--- config.mk ---
export PLATFORM = sky130hd
export DESIGN_NAME = dvv_ap_bcast
export DESIGN_NICKNAME = d
export VERILOG_FILES = /design/src/rtl/dvv_ap_bcast.sv
export SDC_FILE = /design/constraint.sdc
export NUM_CORES = 1
export LEC_CHECK = 0
export CAP_MARGIN = 10
export CORE_MARGIN = 1.5
export CORE_UTILIZATION = 40
export CTS_CLUSTER_DIAMETER = 100
export DETAILED_ROUTE_END_ITERATION = 16
export SLEW_MARGIN = 10
export SYNTH_ARGS = -nofsm -noshare
export SYNTH_HDL_FRONTEND = slang
export SYNTH_SLANG_ARGS = --single-unit
--- constraint.sdc ---
create_clock -name clk -period 6.4 [get_ports clk]
set_clock_uncertainty 0.1 [all_clocks]
set_input_delay 1.92 -clock clk [delete_from_list [all_inputs] [get_ports clk]]
set_output_delay 1.92 -clock clk [all_outputs]
set_load 0.01 [all_outputs]
--- src/rtl/dvv_ap_bcast.sv ---
// dvv_ap_bcast: broadcasts one producer stream into per-channel FIFOs with subscribe mask and drop counters
module dvv_ap_bcast #(
  parameter int DW    = 8,
  parameter int CH_N  = 4,
  parameter int DEPTH = 4,
  parameter int MODE  = 0,
  parameter int CW    = 8
) (
  input  logic                 clk,
  input  logic                 rst,
  input  logic [CH_N-1:0]      sub_mask,
  input  logic                 in_valid,
  output logic                 in_ready,
  input  logic [DW-1:0]        in_data,
  output logic [CH_N-1:0]      out_valid,
  input  logic [CH_N-1:0]      out_ready,
  output logic [CH_N*DW-1:0]   out_data,
  output logic [CH_N-1:0]      full,
  output logic [CH_N*CW-1:0]   drop_cnt,
  input  logic                 drop_clr
);
  localparam int AW = $clog2(DEPTH);
  logic acc;
  assign in_ready = (MODE != 0) ? ~|(sub_mask & full) : 1'b1;
  assign acc = in_valid & in_ready;
  for (genvar i = 0; i < CH_N; i++) begin : g_ch
    logic [DW-1:0] mem [DEPTH];
    logic [AW-1:0] wr_ptr, rd_ptr;
    logic [AW:0]   cnt;
    logic [CW-1:0] drops;
    logic          push, pop, drop;
    assign push = acc & sub_mask[i] & ~full[i];
    assign pop  = out_valid[i] & out_ready[i];
    assign drop = (MODE == 0) & acc & sub_mask[i] & full[i] & ~&drops;
    assign full[i] = cnt == (AW+1)'(DEPTH);
    assign out_valid[i] = cnt != '0;
    assign out_data[i*DW +: DW] = mem[rd_ptr];
    assign drop_cnt[i*CW +: CW] = drops;
    always_ff @(posedge clk) begin
      if (rst) begin
        wr_ptr <= '0;
        rd_ptr <= '0;
        cnt    <= '0;
        drops  <= '0;
      end else begin
        if (push) begin
          mem[wr_ptr] <= in_data;
          wr_ptr      <= wr_ptr + AW'(1);
        end
        if (pop) rd_ptr <= rd_ptr + AW'(1);
        cnt   <= cnt + (AW+1)'(push) - (AW+1)'(pop);
        drops <= drop_clr ? '0 : drops + CW'(drop);
      end
    end
  end
endmodule
==> results.yml, run 1 <==
run_status:
  outcome: "finished clean"
power:
  p_int_mw: 2.42
  p_sw_mw: 0.868
  p_comb_share_pct: 21.3
  seq_power_share_pct: 47.6
  ir_drop_mv: 0.202
  p_leak_nw: 3.16
  power_density_nw_per_um2: 344
  p_sw_share_pct: 26.4
  p_clk_share_pct: 31.1
yosys:
  synthesis.area_sq_um: 7810
  synth_compound_area_share_pct: 3.70
  synth_top_family_by_area: "simple AND/OR/NAND/NOR gates"
  synth.largest_area_cell: "edfxtp_1"
  synthesis.nets: 561
  ys_seq_area_share_pct: 66.6
  ys_ff_latch: 196
  synth_adder_area_share_pct: 5.51
  synth_simple_gate_area_share_pct: 10.1
  yosys.area_share.xor_xnor_pct: 3.25
  synth.top_cell.area_share_pct: 49.2
  syn_avg_cell_area_sq_um: 15.4
  synth_warnings: 0
  synth_area_leaders: "edfxtp_1 (49%), dfxtp_1 (17%), mux4_2 (9.2%)"
  syn-instance-count: 509
  synth_cell_types: 32
  synthMuxAreaShare_pct: 9.22
timing:
  worst_slew_margin_rel_pct: 46.4
  final-setup-viol-count: 0
  hold_viol: 0
  tns_ps: 0
  finalMaxSlewViolations: 0
  clock.fmax_mhz: 234
  min_period_over_period_pct: 66.9
  rsz0062_at_grt: "no"
  tightest_slew_ps: 801
  timing.final.crit_period_ps: 4280
routing:
  drtIter0Drc: 239
  wl_per_cell_microns: 17.5
  postRouteAntennaNets: 0
  num_vias: 4382
  viasPerCell: 5.00
  wl_microns: 15400
  drc: 0
  firstDrtPassIters: 4
cts:
  post_cts_buffers: 0
  cts_inserted_buffers: 17
  clk_path_buf_depth: 2
  cts_htree_levels: 4
  numClockSinks: 196
  clk_pin_slew_worst_paths_ps: 70
  holdBufCountCts: 0
  cts_resized: 0
  tritoncts: "built"
  cts_root_buf: "clkbuf_16"
  worstSkewPairLatency_ps: 430
setup_path:
  cp-end-kind: "output pin"
  crit_arrival_ps: 2260
  startpoint_type: "register"
  critPathMaxFanout: 8
  path_class: "register to output pin"
  cp.required_ps: 4380
placed_design:
  port_buffers: 91
  hpwl_microns: 10200
  place_congestion: 0.770
  place_area_sq_um: 8990
die:
  io_pins: 93
  die_h_microns: 143
  die_area_sq_um: 20400
  core_area_sq_um: 19000
  fp.dieW_microns: 143
  rows: 50
  start_util_pct: 41.2
layout:
  area_delta_synth_final_pct: 22.2
  nFillCells: 1608
  drive_gt1_share_pct: 11.2
  final_cell_mix: "edfxtp_1 (128), clkdlybuf4s50_1 (91), dfxtp_1 (68)"
  multiInputGateArea_sq_um: 2480
  nNetsFinal: 656
  seq_area_sq_um: 5200
  antenna_cells: 0
  layout_commonest_cell: "edfxtp_1"
  stdcell_area_sq_um: 9550
hold_path:
  hold_class: "register to register"
global_routing:
  grt_max_degree: 25
  grt_usage_pct: 16.3
  grt_pass1_wl_microns: 24500
  antenna_found_initial: 0
  grt_overflow: 0
  grt_pass1_vias: 4463
run:
  max-cap-violations: 0
[cells by family after synthesis]
| logic type | Yosys count |
|---|---|
| DFF | 196 |
| and+or+nand+nor | 142 |
| AOI/OAI and AO/OA | 47 |
| adders and majority gates | 32 |
| muxes | 32 |
| buffers and inverters | 30 |
| xor gates and xnor gates | 29 |
| other | 1 |
[sequential cells by signal, indices dropped and copies added, names as in the netlist, named ones only]
signal and cells:
g_ch.cnt 12, g_ch.drops 32, g_ch.mem 128, g_ch.rd_ptr 8, g_ch.wr_ptr 8
[metal layers]
metal  track usage (%)  share of wire (%)  vias up
met5                 0                  0        -
met4              5.37                1.3        0
met3              4.80                5.4       16
met2              25.5                 47      110
met1              21.8                 47     2155
li1                  -                  -     2101
[cell usage after synthesis (all sizes together)]
| cell type | count |
|---|---|
| edfxtp | 128 |
| dfxtp | 68 |
| nor2 | 40 |
| mux4 | 32 |
| ha | 28 |
| and2 | 27 |
| or3 | 20 |
| xor2 | 19 |
| a21oi | 16 |
| o21ai | 16 |
| buf | 14 |
| inv | 14 |
| nand3 | 14 |
| nand2 | 10 |
| xnor2 | 10 |
| nand4 | 8 |
| o31ai | 8 |
| nor3 | 7 |
| nor2b | 5 |
| nor3b | 5 |
| fa | 4 |
| o311ai | 4 |
| or4b | 4 |
| o2111a | 3 |
| clkbuf | 2 |
| or2 | 2 |
| conb | 1 |
[final timing paths]
check / startpoint / to / slack (ps) / cells past startpoint
max: register / out_data[1] / 2120 / 2
min: g_ch[2].drops[5] / g_ch[2].drops[5] / 400 / 2
max reg2reg: g_ch[3].cnt[2] / g_ch[3].cnt[2] / 3970 / 9
min reg2reg: g_ch[2].drops[5] / g_ch[2].drops[5] / 400 / 2
[worst max-delay path, stage by stage (launching register included)]
cell and delay [ps]:
dfxtp_1 690, mux4_2 600, clkdlybuf4s50_1 530
[final cells by class]
cell class                 instances  share of cell area [%]
inverter                          14                   0.550
clock buffer                      18                    4.49
sequential                       196                    54.5
tap                              260                    3.41
multi-input combinational        283                    26.0
clock inverter                    14                    1.41
timing repair buffer              92                    9.62
[power groups by stage]
stage / sequential [mW] / combinational, mW / clock, mW
4_1_cts: 1.57 / 0.712 / 1.05
6_report: 1.56 / 0.702 / 1.02
3_3_place_gp: 1.59 / 0.692 / 0
3_5_place_dp: 1.60 / 0.709 / 0
5_1_grt: 1.59 / 0.771 / 1.10
2_1_floorplan: 1.51 / 0.472 / 0
[per-stage QoR]
step | instances | setup WS, ps | hold WS (ps) | power [mW] | utilization [%]
global route | 877 | 1970 | 435 | 3.45 | 50.4
global placement | 845 | 2010 | 385 | 2.28 | 47.4
finish | 877 | 2120 | 402 | 3.29 | 50.4
detailed placement | 845 | 1920 | 391 | 2.31 | 47.4
floorplan | 509 | 2940 | 385 | 1.98 | -
CTS | 877 | 2050 | 403 | 3.33 | 50.4
No activity file was read; power rests on OpenSTA's default activity.
==> run 2: changes to the inputs <==
==> constraint.sdc (replaced) <==
create_clock -name clk -period 4.5 [get_ports clk]
set_clock_uncertainty 0.1 [all_clocks]
set_input_delay 1.35 -clock clk [delete_from_list [all_inputs] [get_ports clk]]
set_output_delay 1.35 -clock clk [all_outputs]
set_load 0.01 [all_outputs]
==> results.yml, run 2 (synthesis gave the netlist of run 1 again) <==
routing:
  num_vias: 4391
  drc: 0
  wl_microns: 15200
  firstDrtPassIters: 5
  postRouteAntennaNets: 0
  viasPerCell: 4.99
  wl_per_cell_microns: 17.2
  drtIter0Drc: 251
hold_path:
  min_from: "g_ch[3].drops[7]"
  whs_endpoint: "g_ch[3].drops[7]"
  hold_depth: 2
  hold_class: "register to register"
timing:
  final-setup-viol-count: 0
  tns_ps: 0
  hold_viol: 0
  finalMaxSlewViolations: 0
  clock.fmax_mhz: 274
  worst_slew_margin_rel_pct: 50.8
  rsz0062_at_grt: "no"
  min_period_over_period_pct: 81.1
  tightest_slew_ps: 735
  timing.final.crit_period_ps: 3650
cts:
  clk_pin_slew_worst_paths_ps: 70
  worstSkewPairLatency_ps: 420
  cts_resized: 0
  post_cts_buffers: 0
  cts_htree_levels: 4
  holdBufCountCts: 0
  cts_root_buf: "clkbuf_16"
  tritoncts: "built"
  numClockSinks: 196
  cts_inserted_buffers: 17
  clk_path_buf_depth: 2
layout:
  largest_register: "g_ch.mem"
  antenna_cells: 0
  drive_gt1_share_pct: 12.1
  largest_reg_flops: 128
  nNetsFinal: 659
  layout_commonest_cell: "edfxtp_1"
  nFillCells: 1606
  final_cell_mix: "edfxtp_1 (128), clkdlybuf4s50_1 (91), dfxtp_1 (68)"
  area_delta_synth_final_pct: 22.8
  reg_top3: "g_ch.mem (128), g_ch.drops (32), g_ch.cnt (12)"
  stdcell_area_sq_um: 9600
global_routing:
  groute.layer.met2.usage_pct: 25.9
  grt_max_degree: 25
  antenna_found_initial: 0
  met1_usage_pct: 20.6
  grt_pass1_vias: 4520
  gr-max-usage-layer: "met2"
  grt_usage_pct: 15.7
  grt_pass1_wl_microns: 23900
  grt_overflow: 0
  use_met3_pct: 3.99
placed_design:
  place_congestion: 0.787
  port_buffers: 91
  place_area_sq_um: 9010
  hpwl_microns: 10100
setup_path:
  cp-end-kind: "output pin"
  cp.required_ps: 3050
  rr_startpoint: "g_ch[3].cnt[2]"
  r2r_cells: 9
  critPathMaxFanout: 8
  reg2reg_slack_ps: 2030
  path_class: "register to output pin"
  startpoint_type: "register"
  r2r-end: "g_ch[3].cnt[2]"
  crit_arrival_ps: 2200
die:
  fp.dieW_microns: 143
  rows: 50
  io_pins: 93
  start_util_pct: 41.2
  die_h_microns: 143
  core_area_sq_um: 19000
  die_area_sq_um: 20400
power:
  power_density_nw_per_um2: 489
  ir_drop_mv: 0.262
  p_leak_nw: 3.22
run:
  max-cap-violations: 0
run_status:
  outcome: "finished clean"
==> run 2: cell count changes in the layout (fill, tap and decap cells not counted), sizes merged <==
| cell | previous run | this run |
|---|---|---|
| buf | 1 | 4 |
| bufinv | 2 | 1 |
| clkbuf | 18 | 21 |
| clkinvlp | 4 | 1 |
| inv | 16 | 17 |
==> run 2: worst max-delay path, stage by stage (launching register included) <==
cell	delay (ps)
dfxtp_1	670
mux4_2	610
clkdlybuf4s50_1	500
==> run 2: worst max-delay path by stage <==
stage	from	endpoint	slack (ps)	depth (start not counted)
finish	register	out_data[7]	850	2
floorplan	sub_mask[1]	g_ch[1].cnt[2]	1610	9
detailed placement	in_valid	g_ch[1].cnt[2]	590	10
global route	register	out_data[1]	680	2
global placement	in_valid	g_ch[1].cnt[2]	710	10
CTS	register	out_data[0]	770	2
==> run 2: power by group <==
| group | switching (mW) | internal [mW] | total [mW] | leakage, nW |
|---|---|---|---|---|
| Clock | 0.646 | 0.832 | 1.48 | 0.301 |
| Sequential | 0.184 | 2.04 | 2.22 | 1.71 |
| Combinational | 0.400 | 0.595 | 0.995 | 1.21 |
==> run 2: per-layer routing <==
| layer | wire, microns | vias up | part of all wire, % |
|---|---|---|---|
| li1 | - | 2102 | - |
| met1 | 6990 | 2165 | 46 |
| met2 | 7280 | 119 | 48 |
| met3 | 805 | 5 | 5.3 |
| met4 | 87 | 0 | 0.57 |
| met5 | 0 | - | 0 |
==> run 2: area by class of cell <==
class                           count  area (sq um)  area share [%]
Sequential cell                   196          5200            54.2
Multi-Input combinational cell    283          2480            25.9
Timing Repair Buffer               95           941            9.80
Clock buffer                       21           503            5.24
Tap cell                          260           325            3.39
Clock inverter                     11          87.6           0.912
Inverter                           14          52.6           0.547
==> run 2: through the flow <==
step	hold slack, ps	power (mW)	util (%)	setup slack (ps)	std cells
after detailed placement	402	3.28	47.5	595	848
after floorplan	385	2.82	-	1610	509
after global placement	386	3.25	47.5	710	848
final	403	4.70	50.6	851	880
after global routing	450	4.93	50.6	680	880
after CTS	412	4.77	50.6	772	880
